[src/rtl/cpu_frame_driver.sv]
// cpu_frame_driver: serialises one {A,X,OP} operation onto the core's start/bit pins and captures the result and flags
// Optional feature macro CPU_FRAME_PARITY_EN: appends an odd-parity bit to the frame and adds parity_bit_o.
module cpu_frame_driver #(
    parameter int BIT_CYCLES    = 1,
    parameter int SETTLE_CYCLES = 4
) (
    input  logic       clk_i,
    input  logic       rst_i,
    input  logic       req_valid_i,
    output logic       req_ready_o,
    input  logic [7:0] req_a_i,
    input  logic [7:0] req_x_i,
    input  logic [3:0] req_op_i,
    output logic       fsm_start_o,
    output logic       fsm_bit_o,
    input  logic [7:0] core_result_i,
    input  logic [3:0] core_flags_i,
    output logic       res_valid_o,
    output logic [7:0] res_data_o,
    output logic [3:0] res_flags_o,
`ifdef CPU_FRAME_PARITY_EN
    output logic       parity_bit_o,
`endif
    output logic       busy_o
);
`ifdef CPU_FRAME_PARITY_EN
    localparam int FW = 21;
`else
    localparam int FW = 20;
`endif
    localparam logic [4:0] BIT_LAST    = 5'(FW - 1);
    localparam logic [3:0] HOLD_LAST   = 4'(BIT_CYCLES - 1);
    localparam logic [7:0] SETTLE_LAST = 8'(SETTLE_CYCLES - 1);

    typedef enum logic [2:0] {S_IDLE, S_START, S_SHIFT, S_SETTLE, S_CAPTURE} state_t;

    state_t          r_state, w_next;
    logic [FW-1:0]   r_frame, w_frame_nxt, w_frame_load;
    logic [4:0]      r_bit_cnt;
    logic [3:0]      r_hold;
    logic [7:0]      r_settle;
    logic [19:0]     w_payload;
    logic            w_accept, w_hold_end, w_last_bit;

    assign w_payload  = {req_a_i, req_x_i, req_op_i};
`ifdef CPU_FRAME_PARITY_EN
    assign w_frame_load = {w_payload, ~^w_payload};
`else
    assign w_frame_load = w_payload;
`endif
    assign w_accept   = (r_state == S_IDLE) && req_valid_i && req_ready_o;
    assign w_hold_end = (r_state == S_SHIFT) && (r_hold == HOLD_LAST);
    assign w_last_bit = (r_bit_cnt == BIT_LAST);

    // State register
    always_ff @(posedge clk_i) begin
        if (rst_i) r_state <= S_IDLE;
        else       r_state <= w_next;
    end

    // Next state and next frame contents
    always_comb begin
        w_next      = r_state;
        w_frame_nxt = w_accept ? w_frame_load : w_hold_end ? {r_frame[FW-2:0], 1'b0} : r_frame;
        case (r_state)
            S_IDLE:    w_next = w_accept ? S_START : S_IDLE;
            S_START:   w_next = S_SHIFT;
            S_SHIFT:   w_next = (w_hold_end && w_last_bit) ? S_SETTLE : S_SHIFT;
            S_SETTLE:  w_next = (r_settle == SETTLE_LAST) ? S_CAPTURE : S_SETTLE;
            S_CAPTURE: w_next = S_IDLE;
            default:   w_next = S_IDLE;
        endcase
    end

    // Datapath, counters and registered outputs derived from the upcoming state
    always_ff @(posedge clk_i) begin
        if (rst_i) begin
            r_frame     <= '0;
            r_bit_cnt   <= '0;
            r_hold      <= '0;
            r_settle    <= '0;
            req_ready_o <= 1'b1;
            busy_o      <= 1'b0;
            fsm_start_o <= 1'b0;
            fsm_bit_o   <= 1'b0;
            res_valid_o <= 1'b0;
            res_data_o  <= '0;
            res_flags_o <= '0;
`ifdef CPU_FRAME_PARITY_EN
            parity_bit_o <= 1'b0;
`endif
        end else begin
            r_frame     <= w_frame_nxt;
            r_hold      <= (r_state == S_SHIFT && !w_hold_end) ? r_hold + 4'd1 : 4'd0;
            r_bit_cnt   <= (r_state != S_SHIFT) ? 5'd0 : w_hold_end ? (w_last_bit ? 5'd0 : r_bit_cnt + 5'd1) : r_bit_cnt;
            r_settle    <= (r_state == S_SETTLE && w_next == S_SETTLE) ? r_settle + 8'd1 : 8'd0;
            req_ready_o <= (w_next == S_IDLE);
            busy_o      <= (w_next != S_IDLE);
            fsm_start_o <= (w_next == S_START);
            fsm_bit_o   <= (w_next == S_SHIFT) && w_frame_nxt[FW-1];
            res_valid_o <= (r_state == S_CAPTURE);
            if (r_state == S_CAPTURE) begin
                res_data_o  <= core_result_i;
                res_flags_o <= core_flags_i;
            end
`ifdef CPU_FRAME_PARITY_EN
            if (w_accept) parity_bit_o <= w_frame_load[0];
`endif
        end
    end
endmodule

[config.mk]
export PLATFORM = sky130hd
export DESIGN_NAME = cpu_frame_driver
export DESIGN_NICKNAME = d
export VERILOG_FILES = /design/src/rtl/cpu_frame_driver.sv
export SDC_FILE = /design/constraint.sdc
export NUM_CORES = 1
export LEC_CHECK = 0
export CAP_MARGIN = 40
export CORE_MARGIN = 2
export CORE_UTILIZATION = 50
export DETAILED_ROUTE_END_ITERATION = 6
export PLACE_DENSITY = 0.8
export SLEW_MARGIN = 20
export SYNTH_ARGS = -nofsm -noshare
export SYNTH_HDL_FRONTEND = slang
export SYNTH_SLANG_ARGS = --single-unit
[constraint.sdc]
create_clock -name clk_i -period 4.3 [get_ports clk_i]
set_clock_uncertainty 0.05 [all_clocks]
set_input_delay 0.645 -clock clk_i [delete_from_list [all_inputs] [get_ports clk_i]]
set_output_delay 0.645 -clock clk_i [all_outputs]
set_load 0.01 [all_outputs]
==> flow_summary.ini <==
[yosys]
yosysWarnings = 0
synth.avg_cell_area_um2 = 9.11
async_flop_share = 0
netlist_area_mm2 = 0.00249
synth_edf_count = 0
synth.area.top_cells = dfxtp_1, o31ai_1, o21ai_0
synth.top_cell.area_share = 0.457
synth_ff_type = dfxtp_1
synth_area_leader_cell = dfxtp_1
synth-seq-cells = 57
yosysSeqAreaShare = 0.457
synth.distinct_cells = 43
synthesis.nets = 313
synthCells = 274

[floorplanning]
die_w_um = 74.6
core-area_mm2 = 0.00475
die_y_um = 74.6
dieArea_mm2 = 0.00557
rows = 25
io_pins = 52
initial_utilization = 0.525

[layout]
regArea_mm2 = 0.00114
nFillCells = 404
drive_gt1_frac = 0.0836
nNetsFinal = 357
utilization = 0.677
stdcell_area_mm2 = 0.00322
n_antenna_cell = 0
multi_input_area_mm2 = 0.00125
syn2layout_area_growth_pct = 29.0

[power]
power.internal_w = 0.000864
leakage_nw = 1.08
seqPwrFrac = 0.502
p_switching_w = 0.000287
power.share.clock = 0.382
switching_share = 0.250
power_density_mw_per_mm2 = 358
ir_drop_v = 0.000216
p_comb_frac = 0.116

[grt]
grt.total_usage = 0.230
grt_overflow = 0
grt_pass1_vias = 2099
grt_pass1_wl_um = 9650
antenna_found_initial = 0
grt_start_max_net_pins = 31

[clock_tree]
clock-root-buffer = clkbuf_8
cts.sink_count = 57
cts_max_path_buffers = 2
post-cts-setup-buffer-count = 0
cts.clk_slew.worst_paths_ps = 60
cts_tree = yes
cts_max_level = 3
cts_buffers = 9
cts_resized = 0
hold_buffers = 0
clock_latency_ps = 340

[worst_setup_path]
end_kind = flip-flop
critPathRequiredTime_ps = 4500
setup.worst_path.class = in -> reg
start_kind = input pin
cp_data_arrival_time_ps = 2410
critPathMaxFanout = 17

[detailed_routing]
vias = 2200
ant_nets = 0
via_per_inst = 5.64
post_drt_wl_per_cell_um = 15.0
wirelength_um = 5850
drcViolationCount = 0
drtIter0Drc = 193
drt_first_pass_iters = 4

[outcome]
outcome = completed

[timing]
hold_viol = 0
fin_crit_sh = 0.514
min_period_ps = 2210
fin_tns_setup_ps = 0
slew_violations = 0
max_clock_freq_mhz = 453
worst_pin_slew_ps = 698
setup_viol = 0
relSlewSlack = 0.535
rsz0062_at_grt = no

[run]
maxCapViolations = 0

[placement]
dp_hpwl_um = 3660
gp_congestion = 0.812
postPlaceCellArea_mm2 = 0.00304
portBuffers = 51

[worst_hold_path]
hold_path_class = reg -> reg
-- per-stage QoR --
| step | cells | total power, W | setup slack, ps | hold slack (ps) |
|---|---|---|---|---|
| 6_report | 390 | 0.00115 | 2090 | 434 |
| 5_1_grt | 390 | 0.00120 | 1860 | 457 |
| 4_1_cts | 390 | 0.00116 | 2110 | 433 |
| 3_5_place_dp | 374 | 0.000721 | 1730 | 428 |
| 3_3_place_gp | 373 | 0.000718 | 1810 | 420 |
| 2_1_floorplan | 274 | 0.000662 | 2410 | 392 |
-- metal layers --
metal,part of all wire,GRT usage,routed length (µm),up-vias
li1,-,-,-,1104
met1,0.46,0.290,2680,1011
met2,0.45,0.344,2660,80
met3,0.080,0.115,468,5
met4,0.0065,0.0774,38,0
met5,0,0,0,-
-- power by group through the flow --
stage	clock (W)	combinational [W]	sequential, W
6_report	0.000440	0.000134	0.000578
5_1_grt	0.000474	0.000148	0.000582
4_1_cts	0.000449	0.000134	0.000578
3_5_place_dp	0	0.000133	0.000589
3_3_place_gp	0	0.000129	0.000588
2_1_floorplan	0	0.0000786	0.000583
-- logic make-up after synthesis --
family                     synth area share
buffers and inverters                0.0461
adders and majority gates            0.0201
and+or+nand+nor                       0.196
xor gates and xnor gates             0.0176
muxes                                0.0481
DFF                                   0.457
AOI/OAI and AO/OA                     0.215
-- sequential cells by signal, indices dropped and copies added, names as in the netlist, 3 cells and up --
signal	cells
res_flags_o	4
r_settle	8
r_frame	20
r_hold	4
res_data_o	8
r_bit_cnt	5
r_state	3
-- path summary, 6_finish.rpt --
check                                            start                         to  slack, ps  cells past startpoint
worst min register to register  r_settle[0]$_SDFF_PP0_     r_settle[0]$_SDFF_PP0_        430                      1
worst min-delay path            r_settle[0]$_SDFF_PP0_     r_settle[0]$_SDFF_PP0_        430                      1
worst max-delay path                             rst_i  r_bit_cnt[0]$_SDFFE_PP0N_       2090                      4
worst max register to register   r_state[2]$_SDFF_PP0_  r_bit_cnt[3]$_SDFFE_PP0N_       2120                      4
-- synthesized netlist by cell type (2+ instances only) --
library cell	n
dfxtp_1	57
o21ai_0	28
nand3_1	26
nor2_1	21
o31ai_1	21
a31oi_1	20
clkbuf_1	17
mux2i_1	12
nand2_1	6
a21oi_1	5
buf_2	5
or3_1	5
ha_1	4
inv_1	4
xor2_1	4
a211oi_1	3
nor3_1	3
and2_1	2
nand2b_1	2
nand3b_1	2
nand4bb_1	2
nor2b_1	2
nor3b_1	2
nor4b_1	2
-- final cells by class --
class / count / area share
Clock buffer: 13 / 0.0494
Clock inverter: 3 / 0.00467
Inverter: 4 / 0.00467
Multi-Input combinational cell: 190 / 0.388
Sequential cell: 57 / 0.355
Tap cell: 67 / 0.0260
Timing Repair Buffer: 56 / 0.173
-- critical path, stage by stage --
cell and delay [ps]:
clkdlybuf4s50_1 700, nor2_1 420, nand3b_1 370, a211oi_1 260
-- cell usage in the layout, fill, tap and decap left out, drive strengths merged, types with 5 or more instances in the layout --
| master | instances |
|---|---|
| a21oi | 5 |
| a31oi | 20 |
| buf | 5 |
| clkbuf | 13 |
| clkdlybuf4s50 | 51 |
| dfxtp | 57 |
| mux2i | 12 |
| nand2 | 6 |
| nand3 | 26 |
| nor2 | 21 |
| o21ai | 28 |
| o31ai | 21 |
| or3 | 5 |
Note: power is estimated with default switching activity, not from simulation.
